===== src/rtl/gem_link_pkg.sv =====
`timescale 1ns/1ps
// Shared GEM trigger-link definitions: K-codes, frame geometry and separator classes.
package gem_link_pkg;

  localparam logic [7:0] K_BC0    = 8'h1C;
  localparam logic [7:0] K_RESYNC = 8'h3C;
  localparam logic [7:0] K_OVF    = 8'hFC;
  localparam logic [7:0] K_SEQ0   = 8'hBC;
  localparam logic [7:0] K_SEQ1   = 8'hF7;
  localparam logic [7:0] K_SEQ2   = 8'hFB;
  localparam logic [7:0] K_SEQ3   = 8'hFD;
  localparam logic [7:0] K_IDLE   = 8'hDC;

  localparam logic [15:0] IDLE_WORD = {8'hFF, K_IDLE};

  localparam int unsigned FRAME_WORDS  = 4;
  localparam int unsigned WORD_BITS    = 16;
  localparam int unsigned PAYLOAD_BITS = 56;
  localparam int unsigned POS_BITS     = $clog2(FRAME_WORDS);

  typedef enum logic [2:0] {
    SEP_NONE,
    SEP_BC0,
    SEP_RESYNC,
    SEP_OVF,
    SEP_SEQ
  } sep_class_t;

  typedef logic [1:0] seq_idx_t;

  // Classified frame separator as captured from word0.
  typedef struct packed {
    sep_class_t cls;
    seq_idx_t   idx;
    logic       ok;
  } sep_info_t;

  // Map a separator byte to its class; anything else is NONE.
  function automatic sep_class_t sep_class_of(input logic [7:0] code);
    sep_class_t c;
    case (code)
      K_BC0:                          c = SEP_BC0;
      K_RESYNC:                       c = SEP_RESYNC;
      K_OVF:                          c = SEP_OVF;
      K_SEQ0, K_SEQ1, K_SEQ2, K_SEQ3: c = SEP_SEQ;
      default:                        c = SEP_NONE;
    endcase
    return c;
  endfunction

  // Rotation index carried by a BX-sequence separator.
  function automatic seq_idx_t seq_idx_of(input logic [7:0] code);
    seq_idx_t i;
    case (code)
      K_SEQ1:  i = 2'd1;
      K_SEQ2:  i = 2'd2;
      K_SEQ3:  i = 2'd3;
      default: i = 2'd0;
    endcase
    return i;
  endfunction

endpackage


===== src/rtl/gem_frame_sep_decode.sv =====
`timescale 1ns/1ps
// Frame-separator classifier: combinational hit/idle detect, registered class/index of word0.
module gem_frame_sep_decode
  import gem_link_pkg::*;
(
  input  logic                 clock_160,
  input  logic                 reset_n_i,
  input  logic                 load_i,
  input  logic [WORD_BITS-1:0] rx_data_i,
  input  logic [1:0]           rx_isk_i,
  input  logic                 rx_err_i,
  output sep_info_t            sep_info_o,
  output logic                 sep_hit_c,
  output logic                 idle_c
);

  sep_class_t cls_c;

  // Classify the current word as a possible frame start or idle.
  always_comb begin
    cls_c     = sep_class_of(rx_data_i[7:0]);
    sep_hit_c = (rx_isk_i == 2'b01) && !rx_err_i && (cls_c != SEP_NONE);
    idle_c    = (rx_isk_i == 2'b01) && (rx_data_i == IDLE_WORD);
  end

  // Hold the classification of word0 for the rest of the frame.
  always_ff @(posedge clock_160) begin
    if (!reset_n_i) begin
      sep_info_o <= '0;
    end else if (load_i) begin
      sep_info_o.cls <= cls_c;
      sep_info_o.idx <= seq_idx_of(rx_data_i[7:0]);
      sep_info_o.ok  <= sep_hit_c;
    end
  end

endmodule


===== src/rtl/gem_data_in.sv =====
`timescale 1ns/1ps
// GEM trigger-link receiver: frame lock, payload reassembly, flag decode and link error accounting.
module gem_data_in
  import gem_link_pkg::*;
#(
  parameter int unsigned LOCK_FRAMES  = 8,
  parameter int unsigned UNLOCK_ERRS  = 4,
  parameter int unsigned CHECK_SEQ    = 1,
  parameter int unsigned ERR_CNT_BITS = 16
) (
  input  logic                    clock_160,
  input  logic                    reset_n_i,
  input  logic [WORD_BITS-1:0]    rx_data_i,
  input  logic [1:0]              rx_isk_i,
  input  logic                    rx_err_i,
  output logic [PAYLOAD_BITS-1:0] gem_data_o,
  output logic                    data_valid_o,
  output logic                    bc0_o,
  output logic                    resync_o,
  output logic                    overflow_o,
  output logic [1:0]              bxn_lsbs_o,
  output logic                    locked_o,
  output logic                    seq_err_o,
  output logic [ERR_CNT_BITS-1:0] err_cnt_o
);

  localparam int unsigned GOOD_BITS = $clog2(LOCK_FRAMES + 1);
  localparam int unsigned BAD_BITS  = $clog2(UNLOCK_ERRS + 1);
  localparam int unsigned LOW_BITS  = PAYLOAD_BITS - WORD_BITS;

  typedef enum logic [1:0] {ST_HUNT, ST_SYNCING, ST_LOCKED} state_t;

  state_t                  state_q, state_d;
  logic [POS_BITS-1:0]     pos_q, pos_d;
  logic [GOOD_BITS-1:0]    good_q, good_d;
  logic [BAD_BITS-1:0]     bad_q, bad_d;
  logic                    acc_bad_q, acc_bad_d;
  logic [LOW_BITS-1:0]     pay_q, pay_d;
  seq_idx_t                exp_q, exp_d;

  logic [PAYLOAD_BITS-1:0] data_d;
  logic                    valid_d, bc0_d, resync_d, ovf_d, locked_d, seq_err_d;
  seq_idx_t                bxn_d;
  logic [ERR_CNT_BITS-1:0] err_d;

  sep_info_t               sep_info;
  logic                    sep_hit_c, idle_c, load_c, word_bad_c, frame_bad_c;
  seq_idx_t                frame_idx_c, next_exp_c;

  assign load_c = (state_q == ST_HUNT) || (pos_q == '0);

  gem_frame_sep_decode u_sep_decode (
    .clock_160  (clock_160),
    .reset_n_i  (reset_n_i),
    .load_i     (load_c),
    .rx_data_i  (rx_data_i),
    .rx_isk_i   (rx_isk_i),
    .rx_err_i   (rx_err_i),
    .sep_info_o (sep_info),
    .sep_hit_c  (sep_hit_c),
    .idle_c     (idle_c)
  );

  // Per-word/per-frame validity and BX index bookkeeping for the frame in flight.
  always_comb begin
    word_bad_c  = (rx_isk_i != 2'b00) || rx_err_i;
    frame_bad_c = !sep_info.ok || acc_bad_q || word_bad_c;
    frame_idx_c = (sep_info.cls == SEP_SEQ) ? sep_info.idx : exp_q;
    next_exp_c  = (sep_info.cls == SEP_BC0) ? 2'd1 : seq_idx_t'(frame_idx_c + 2'd1);
  end

  // Next-state and registered-output logic.
  always_comb begin
    state_d   = state_q;
    pos_d     = pos_q;
    good_d    = good_q;
    bad_d     = bad_q;
    acc_bad_d = acc_bad_q;
    pay_d     = pay_q;
    exp_d     = exp_q;
    data_d    = gem_data_o;
    valid_d   = 1'b0;
    bc0_d     = bc0_o;
    resync_d  = resync_o;
    ovf_d     = overflow_o;
    bxn_d     = bxn_lsbs_o;
    seq_err_d = 1'b0;
    err_d     = err_cnt_o;

    case (pos_q)
      2'd0:    pay_d[7:0]   = rx_data_i[15:8];
      2'd1:    pay_d[23:8]  = rx_data_i;
      2'd2:    pay_d[39:24] = rx_data_i;
      default: pay_d        = pay_q;
    endcase

    case (state_q)
      ST_HUNT: begin
        if (sep_hit_c) begin
          state_d   = ST_SYNCING;
          pos_d     = POS_BITS'(1);
          good_d    = GOOD_BITS'(1);
          acc_bad_d = 1'b0;
        end
      end

      ST_SYNCING: begin
        if ((pos_q == '0) ? !sep_hit_c : word_bad_c) begin
          state_d = ST_HUNT;
          pos_d   = '0;
        end else begin
          pos_d = pos_q + POS_BITS'(1);
          if (pos_q == POS_BITS'(FRAME_WORDS - 1)) begin
            exp_d = next_exp_c;
            if (good_q == GOOD_BITS'(LOCK_FRAMES)) begin
              state_d = ST_LOCKED;
              bad_d   = '0;
            end else begin
              good_d = good_q + GOOD_BITS'(1);
            end
          end
        end
      end

      ST_LOCKED: begin
        if ((pos_q == '0) && idle_c) begin
          state_d = ST_HUNT;
          pos_d   = '0;
        end else begin
          pos_d = pos_q + POS_BITS'(1);
          case (pos_q)
            2'd0:       acc_bad_d = 1'b0;
            2'd1, 2'd2: acc_bad_d = acc_bad_q | word_bad_c;
            default: begin
              if (frame_bad_c) begin
                if (err_cnt_o != '1) err_d = err_cnt_o + ERR_CNT_BITS'(1);
                if (bad_q == BAD_BITS'(UNLOCK_ERRS - 1)) begin
                  state_d = ST_HUNT;
                  pos_d   = '0;
                  bad_d   = '0;
                end else begin
                  bad_d = bad_q + BAD_BITS'(1);
                end
              end else begin
                valid_d   = 1'b1;
                data_d    = {rx_data_i, pay_q};
                bc0_d     = (sep_info.cls == SEP_BC0);
                resync_d  = (sep_info.cls == SEP_RESYNC);
                ovf_d     = (sep_info.cls == SEP_OVF);
                bxn_d     = frame_idx_c;
                seq_err_d = (CHECK_SEQ != 0) && (sep_info.cls == SEP_SEQ) &&
                            (sep_info.idx != exp_q);
                exp_d     = next_exp_c;
                bad_d     = '0;
              end
            end
          endcase
        end
      end

      default: begin
        state_d = ST_HUNT;
        pos_d   = '0;
      end
    endcase

    locked_d = (state_d == ST_LOCKED);
  end

  // State and output registers with synchronous active-low reset.
  always_ff @(posedge clock_160) begin
    if (!reset_n_i) begin
      state_q      <= ST_HUNT;
      pos_q        <= '0;
      good_q       <= '0;
      bad_q        <= '0;
      acc_bad_q    <= 1'b0;
      pay_q        <= '0;
      exp_q        <= '0;
      gem_data_o   <= '0;
      data_valid_o <= 1'b0;
      bc0_o        <= 1'b0;
      resync_o     <= 1'b0;
      overflow_o   <= 1'b0;
      bxn_lsbs_o   <= '0;
      locked_o     <= 1'b0;
      seq_err_o    <= 1'b0;
      err_cnt_o    <= '0;
    end else begin
      state_q      <= state_d;
      pos_q        <= pos_d;
      good_q       <= good_d;
      bad_q        <= bad_d;
      acc_bad_q    <= acc_bad_d;
      pay_q        <= pay_d;
      exp_q        <= exp_d;
      gem_data_o   <= data_d;
      data_valid_o <= valid_d;
      bc0_o        <= bc0_d;
      resync_o     <= resync_d;
      overflow_o   <= ovf_d;
      bxn_lsbs_o   <= bxn_d;
      locked_o     <= locked_d;
      seq_err_o    <= seq_err_d;
      err_cnt_o    <= err_d;
    end
  end

endmodule


===== config.mk =====
export PLATFORM = sky130hd
export DESIGN_NAME = gem_data_in
export DESIGN_NICKNAME = d
export VERILOG_FILES = /design/src/rtl/gem_link_pkg.sv /design/src/rtl/gem_frame_sep_decode.sv /design/src/rtl/gem_data_in.sv
export SDC_FILE = /design/constraint.sdc
export NUM_CORES = 1
export LEC_CHECK = 0
export ABC_AREA = 1
export ABC_CLOCK_PERIOD_IN_PS = 1700
export CAP_MARGIN = 20
export CORE_ASPECT_RATIO = 1.75
export CORE_MARGIN = 3
export CORE_UTILIZATION = 48
export CTS_BUF_LIST = sky130_fd_sc_hd__clkbuf_4 sky130_fd_sc_hd__clkbuf_8 sky130_fd_sc_hd__clkbuf_16
export CTS_CLUSTER_DIAMETER = 50
export CTS_CLUSTER_SIZE = 24
export DETAILED_ROUTE_END_ITERATION = 7
export PLACE_DENSITY = 0.76
export SLEW_MARGIN = 20
export SYNTH_ARGS = -nofsm -noshare
export SYNTH_HDL_FRONTEND = slang
export SYNTH_SLANG_ARGS = --single-unit

===== constraint.sdc =====
create_clock -name clock_160 -period 1.7 [get_ports clock_160]
set_clock_uncertainty 0.15 [all_clocks]
set_input_delay 0.34 -clock clock_160 [delete_from_list [all_inputs] [get_ports clock_160]]
set_output_delay 0.34 -clock clock_160 [all_outputs]
set_load 0.02 [all_outputs]

* After elaboration in Yosys (flattened, before gate mapping)
Index checks and enable logic that the tools add are counted.
** Word-level totals
- Flip-flop bits (word level) :: 140
- Bits of input ports :: 21
- Output and inout bits :: 80
- Logic and storage cells :: 139
** Operators by class
- Add/subtract/negate cells :: 5
- Equality and inequality tests :: 32
- Multiplexer cells :: 45
- Bitwise logic cells :: 6
- Reduce and logical (&&, ||, !) cells :: 30
** Operator list (number)
- 2-bit 2-to-1 mux :: 21
- 8-bit == test, second input constant :: 5
- 3-bit 2-to-1 mux :: 7
- 2-bit case mux with 3 select lines :: 3
- 16-bit by 1-bit adder with 16-bit output, second input constant :: 1
- 16-bit == test, second input constant :: 1
- 4-bit 2-to-1 mux :: 4
- 16-bit != test, second input constant :: 1
- 2-bit != test, second input constant :: 8
- 3-bit case mux with 4 select lines :: 1
- 6-bit AND reduction :: 2
- 5-bit AND reduction :: 2
- 3-bit by 2-bit == test with 1-bit output, second input constant :: 3
- 2-bit == test, second input constant :: 4
- 8-bit by 5-bit == test with 1-bit output, second input constant :: 1
- 8-bit by 6-bit == test with 1-bit output, second input constant :: 1
- 4-bit case mux with 2 select lines :: 1
- 4-bit AND reduction :: 2
- 2-bit nonzero test :: 4
- 7-bit OR reduction :: 1
- 2-bit by 1-bit == test with 1-bit output, second input constant :: 3
- 3-bit case mux with 2 select lines :: 1
- 6-bit OR reduction :: 1
- 1-bit logical AND :: 5
- other kinds (20) :: 35

* Depth between registers and ports, before layout
Gate-level depths: netlist of run 1.
- Depth in word-level cells :: 10
- Gate-level depth with buffers :: 13
- Depth with buffers taken out :: 13

* Modules after synthesis
A second synthesis of run 1 with hierarchy kept.
** Second synthesis, totals
- Cell total of the unflattened synthesis :: 840
- Area total of the unflattened synthesis :: 6002.0 µm²
** By module, submodules not included
- gem_data_in :: times used 1, cells each 767, area an instance 5561.6 µm², seq. area each 2682.6 µm²
- gem_frame_sep_decode :: times used 1, cells each 73, area an instance 440.4 µm², seq. area each 120.1 µm²

* Least setup slack after synthesis of run 1
OpenSTA, ideal clock, no wires.
- Path type :: reg-to-reg
- Start point :: register err_cnt_o[0]
- End point :: register err_cnt_o[0]
- Library setup time :: 133 ps
- Arrival time :: 1650 ps
- Data required time :: 1417 ps
- Path slack :: -234 ps
- Stages on the path, launching flop included :: 12
- Buffers on the path :: 1
- Period minus slack after synthesis :: 1934 ps
- Cells stage by stage :: dfxtp_1 -> ha_1 -> nand3_1 -> nor3_2 -> nand2_1 -> nor2_2 -> nand2_1 -> nand2_2 -> inv_1 -> buf_6 -> o21ai_0 -> a21oi_1
** Between the ends
- Cells in the longest elaborated chain, start to end :: 2
- Elaborated cells on any way between the ends :: 3
- Those cells by class :: 1 x add/sub; 1 x eq/ne; 1 x reduce/logical
** Ends and longest elaborated chain
- start, declared :: line gem_data_in.sv:24 : output logic [ERR_CNT_BITS-1:0] err_cnt_o
- start signal, assigned :: line gem_data_in.sv:205 : err_cnt_o <= err_d;
- parallel branches: the longest is 2 deep, another holds 16-bit by 1-bit adder with 16-bit output
Several ways; the timed one is not identified.
A chain may end at the register's enable or synchronous reset.

* Worst setup path after layout of run 1
- Start point :: register err_cnt_o[0]
- End point :: register err_cnt_o[3]
The elaborated chain is that of the path after synthesis.

==> impl_metrics.py, run 1 <==
metrics = {
    "logic_synthesis": {
        "synthArstFlopShare_pct": 0,
        "synth_cell_type_count": 40,
        "yosysTopAreaCellShare_pct": 47.8,
        "ys_seq_area_share_pct": 47.8,
        "yosys.area.top_type": "dfxtp_1",
        "syn_nets": 806,
        "synth_ff_type": "dfxtp_1",
        "synth_most_common_cell": "nor2_1",
        "mappedNetlistArea_um2": 5870,
        "avgSynthCellArea_um2": 7.56,
        "ys_ff_latch": 140,
        "synthCells": 776,
        "synthTopCellsByArea": "dfxtp_1 48%, nor2_1 11%, o21ai_0 9.0%",
        "synth_edf_count": 0,
        "yosysWarningCount": 0,
        "ys_top_cells_by_count": "178 x nor2_1, 140 x dfxtp_1, 106 x o21ai_0",
    },
    "flow_run": {
        "drv_cap": 0,
    },
    "final_layout": {
        "num-fill-cells": 819,
        "fin_cells": 1147,
        "finalNetCount": 1002,
        "drive_gt1_share_pct": 26.7,
        "area_delta_synth_final_pct": 51.8,
        "fin_area_um2": 8910,
    },
    "cts": {
        "htree_levels": 4,
        "root_buffer": "clkbuf_16",
        "cts_buffer_depth": 2,
        "clkLatencyLatePin_ps": 420,
        "clk_pin_slew_ps": 60,
        "clkSinkCount": 140,
        "cts_buffers": 17,
        "cts_tree": "done",
    },
    "pwr": {
        "peakVddDrop_mv": 0.751,
        "total_power_mw": 7.78,
        "leakagePower_nw": 3.99,
        "p_per_area_nw_per_um2": 873,
    },
    "timing": {
        "hold-worst-slack_ps": 220,
        "hold_viol_final": 0,
        "worst_pin_slew_ps": 462,
        "slew_headroom_pct": 69.2,
        "setup_viol_count_final": 13,
        "slew_violations": 0,
        "rsz0062_at_grt": "yes",
        "period_share_pct": 106,
        "layout_setup_ws_ps": -95.0,
        "max_freq_mhz": 557,
        "period_minus_slack_ps": 1800,
    },
    "placement": {
        "port_buffers": 100,
        "place_congestion": 0.908,
        "placedCellCount": 1094,
        "dpl_cell_area_um2": 7690,
        "dp.final_hpwl_mm": 11.8,
    },
    "grt": {
        "grt_pass1_wl_mm": 27.3,
        "antenna_found_initial": 1,
        "first_global_vias": 5826,
        "grt_usage_pct": 25.5,
        "grt_max_degree": 58,
        "overflow": 0,
    },
    "worst_hold_path": {
        "hold_class": "in -> reg",
    },
    "route": {
        "wl_mm": 18.7,
        "drc": 0,
        "ant_nets": 0,
        "wl_per_cell_um": 16.3,
        "vias": 6089,
        "drt_iter0_markers": 338,
        "via_per_inst": 5.31,
        "drt_first_pass_iters": 5,
    },
    "run_status": {
        "violations": "setup timing",
        "status": "finished with violations",
    },
    "die": {
        "die_x_um": 89.6,
        "die_h_um": 152,
        "ios": 101,
        "num_rows": 52,
        "start_util_pct": 49.8,
        "die-area_um2": 13600,
        "core_um2": 11800,
    },
    "worst_setup_path": {
        "worstSetupPathType": "reg -> reg",
        "path_max_fanout": 5,
        "arrival_ps": 1990,
        "worst_setup_path_start_kind": "flip-flop",
        "cp_data_required_time_ps": 1890,
        "endpoint_kind": "flip-flop",
    },
}
[state kept, by name, summed over array words and instances (netlist names)]
name	count
resync_o	1
data_valid_o	1
locked_o	1
gem_data_o	56
overflow_o	1
pay_q	40
good_q	4
bad_q	3
u_sep_decode.sep_info_o	6
pos_q	2
exp_q	2
err_cnt_o	16
bc0_o	1
seq_err_o	1
bxn_lsbs_o	2
acc_bad_q	1
state_q	2
[power by group]
group / leakage (nW) / switching, mW / internal, mW
logic: 2.53 / 0.190 / 0.128
clock network: 0.323 / 1.53 / 2.64
registers: 1.14 / 0.00723 / 3.29
[placed cells by master (no fill, tap or decap), types with 4 or more instances in the layout]
cell	instances
a21oi_1	45
a21oi_2	6
a31oi_1	4
buf_12	6
buf_4	86
buf_6	10
bufinv_16	5
clkbuf_16	21
clkbuf_2	4
clkdlybuf4s15_1	7
clkdlybuf4s50_1	8
dfxtp_1	130
dfxtp_2	8
dlygate4sd2_1	73
ha_1	6
inv_1	51
inv_2	10
inv_6	4
nand2_1	56
nand2_2	26
nand2_4	9
nand3_1	18
nand3_2	8
nand3_4	7
nand4_1	11
nor2_1	168
nor2_2	7
nor2_4	12
nor3_1	7
o211ai_1	4
o21ai_0	103
o21ai_1	4
xor2_1	5
[what timing repair did]
item                       4_1_cts  5_1_grt
buffers inserted                 3       12
cloned                           3        5
setup endpoints to repair      169       96
hold buffers                     0        0
gates resized for setup        161       71
pin swaps                       14       23
[critical path, stage by stage, from the launching register on]
cell and delay, ps:
dfxtp_4 360, ha_4 140, nand3_4 70, nor3_4 140, nand2_2 110, nor2_4 100
nand2_2 80, nand2_4 140, inv_4 60, buf_6 130, nand2_4 50, o21ai_2 40
a21oi_1 130
[per-layer routing]
| metal | GRT usage, % | wire length (um) |
|---|---|---|
| met5 | 0 | 0 |
| met4 | 13.9 | 877 |
| met3 | 4.38 | 733 |
| met2 | 46.3 | 10500 |
| met1 | 26.2 | 6650 |
[area by class of cell]
type                    instances  area [um2]  share of cell area, %
well taps                     162         203                   2.27
repair inverters                1        3.75                 0.0421
clock inverters                14         231                   2.60
diodes                          1        2.50                 0.0281
repair buffers                209        1940                   21.8
flip-flops and latches        140        2820                   31.7
inverters                      68         270                   3.03
multi-input cells             535        3010                   33.8
clock buffers                  17         425                   4.77
[final timing paths]
| kind | slack (ps) | cells past startpoint | start | end |
|---|---|---|---|---|
| hold reg to reg | 320 | 2 | gem_data_o[4] | gem_data_o[4] |
| setup reg to reg | -100 | 12 | err_cnt_o[0] | err_cnt_o[3] |
| hold / removal | 220 | 4 | rx_data_i[0] | pay_q[24] |
| setup / recovery | -100 | 12 | err_cnt_o[0] | err_cnt_o[3] |
[through the flow]
stage                     setup slack (ps)  TNS (ps)  utilization (%)
after floorplan                      -31.9     -31.9                -
after global placement                -708    -42360             65.3
after detailed placement              -624    -45580             65.3
after CTS                            -86.7      -315             72.4
after global routing                  -173     -2360             75.7
final                                -95.0      -463             75.7
[logic make-up (layout without fill, tap and decap cells)]
kind of cell               Yosys count  count (layout)  share of synthesized area (%)
xor gates and xnor gates             9               9                           1.34
other                                0               1                              0
buffers and inverters              102             309                           7.14
adders and majority gates            9               9                           1.92
DFF                                140             140                           47.8
and+or+nand+nor                    339             340                           26.1
AOI/OAI and AO/OA                  177             177                           15.8
No activity file was read; power rests on OpenSTA's default activity.
==> inputs of run 2 (changes only) <==
--- a/config.mk
+++ b/config.mk
@@ -9,7 +9,6 @@
 export ABC_CLOCK_PERIOD_IN_PS = 1700
 export CAP_MARGIN = 20
 export CORE_ASPECT_RATIO = 1.75
-export CORE_MARGIN = 3
 export CORE_UTILIZATION = 48
 export CTS_BUF_LIST = sky130_fd_sc_hd__clkbuf_4 sky130_fd_sc_hd__clkbuf_8 sky130_fd_sc_hd__clkbuf_16
 export CTS_CLUSTER_DIAMETER = 50
==> run 2 against run 1 <==
The flow still finishes with violations (setup timing). Power is 3.6% lower. Final area decreased by 1.5%. Die area shrank 7.0%. Setup slack worse by 63 ps. Wire length shrank 2.6%. Register-to-register slack lost 60 ps. Critical path type unchanged. Critical endpoint is now err_cnt_o[8].
==> impl_metrics.py, run 2 (same netlist as run 1, synthesis figures left out) <==
metrics = {
    "run_status": {
        "status": "finished with violations",
        "violations": "setup timing",
    },
    "worst_setup_path": {
        "critPathTopFamily": "simple AND/OR/NAND/NOR gates",
        "arrival_ps": 2030,
        "path_max_fanout": 4,
        "worstSetupPathType": "reg -> reg",
        "crit_chain": "ha_4, nand3_4, nor3_4, nand2_2, nor2_4, nand2_2, nand2_4, buf_12, buf_12, nor2_4, a31oi_1, nor2_1",
        "worst_setup_path_start_kind": "flip-flop",
        "max_stage_delay_ps": 360,
        "endpoint_kind": "flip-flop",
        "cpMaxStageDelayCell": "dfxtp_4",
        "cp_data_required_time_ps": 1870,
        "crit_buf_inv": 2,
    },
    "timing": {
        "setup_viol_count_final": 16,
        "hold_viol_final": 0,
        "layout_setup_ws_ps": -158,
        "slew_headroom_pct": 74.6,
        "max_freq_mhz": 538,
        "fin_tns_setup_ps": -1590,
        "period_minus_slack_ps": 1860,
        "hold-worst-slack_ps": 212,
        "worst_pin_slew_ps": 378,
        "rsz0062_at_grt": "yes",
        "slew_violations": 0,
        "period_share_pct": 109,
    },
    "cts": {
        "cts_buffer_depth": 2,
        "htree_levels": 4,
        "cts_buffers": 17,
        "root_buffer": "clkbuf_16",
        "cts_tree": "done",
        "clkSinkCount": 140,
        "clkLatencyLatePin_ps": 420,
        "clk_pin_slew_ps": 70,
    },
    "final_layout": {
        "drive_gt1_share_pct": 26.0,
        "diodes": 0,
        "fin_cells": 1129,
        "regMostFlops": "gem_data_o",
        "mostFrequentLayoutCells": "175 x nor2_1, 130 x dfxtp_1, 100 x buf_4, 93 x o21ai_0, 73 x dlygate4sd2_1",
        "final_common_cell": "nor2_1",
        "top_regs": "gem_data_o: 56 flops, pay_q: 40 flops, err_cnt_o: 16 flops",
        "fin_util_pct": 73.5,
        "largest_reg_flops": 56,
        "finalNetCount": 1009,
        "area_delta_synth_final_pct": 49.5,
    },
    "pwr": {
        "peakVddDrop_mv": 0.704,
        "p_per_area_nw_per_um2": 855,
        "leakagePower_nw": 3.99,
    },
    "route": {
        "drc": 0,
        "drt_first_pass_iters": 5,
        "wl_mm": 18.2,
        "vias": 6116,
        "wl_per_cell_um": 16.2,
        "drt_iter0_markers": 461,
        "via_per_inst": 5.42,
        "ant_nets": 0,
    },
    "flow_run": {
        "drv_cap": 0,
    },
    "placement": {
        "post-place-ws_ps": -558,
        "dp.final_hpwl_mm": 12.1,
        "place_congestion": 0.981,
        "port_buffers": 100,
        "placedCellCount": 1076,
    },
    "worst_hold_path": {
        "hold_class": "in -> reg",
    },
    "grt": {
        "overflow": 0,
        "met2_usage_pct": 53.9,
        "grt_util_met1_pct": 26.9,
        "gr-max-usage-layer": "met2",
        "grt.met3_usage_pct": 4.61,
        "grt_usage_pct": 27.9,
        "grt_pass1_wl_mm": 27.4,
        "grt_max_degree": 88,
        "first_global_vias": 5740,
        "antenna_found_initial": 0,
    },
    "die": {
        "die_h_um": 148,
        "num_rows": 53,
        "die-area_um2": 12700,
        "core_um2": 11900,
        "die_x_um": 85.6,
        "ios": 101,
        "start_util_pct": 49.2,
    },
}
-- run 2: cell type report --
cell class                      count  area, um2
Inverter                           68        275
Timing Repair Buffer              217       1930
Multi-Input combinational cell    535       2950
Fill cell                         896       3160
Sequential cell                   140       2820
Clock inverter                     15        199
Tap cell                          137        171
Clock buffer                       17        425
-- run 2: tightest hold or removal path, stage by stage --
cell and delay, ps:
clkbuf_2 140, inv_2 70, buf_4 130, a21oi_1 60
-- run 2: final timing paths --
path                        from             end  slack, ps  cells past startpoint
setup / recovery    err_cnt_o[1]    err_cnt_o[8]       -160                     12
hold / removal      rx_data_i[7]       pay_q[15]        210                      4
hold reg to reg   gem_data_o[13]  gem_data_o[13]        320                      2
setup reg to reg    err_cnt_o[1]    err_cnt_o[8]       -160                     12
-- run 2: repair_timing --
item | CTS | global route
setup buffers | 5 | 13
gates resized for setup | 150 | 70
gates cloned | 1 | 2
setup endpoints to repair | 125 | 102
pin swaps | 19 | 26
hold buffers | 0 | 0
-- run 2: layer usage --
| layer | vias to the layer above | wire length [um] |
|---|---|---|
| met1 | 2854 | 6380 |
| met3 | 89 | 683 |
| met4 | 0 | 1150 |
| met5 | - | 0 |
| li1 | 2952 | - |
| met2 | 221 | 10000 |
-- run 2: power by group --
| part | switching (mW) | internal, mW |
|---|---|---|
| Clock | 1.64 | 2.25 |
| Combinational | 0.194 | 0.123 |
| Sequential | 0.00752 | 3.29 |
| Total | 1.84 | 5.66 |
-- run 2: through the flow --
stage / area [um2] / power (mW)
floorplan: 5900 / 3.50
global placement: 7710 / 3.66
detailed placement: 7710 / 3.66
CTS: 8440 / 7.51
global route: 8770 / 7.68
finish: 8770 / 7.50
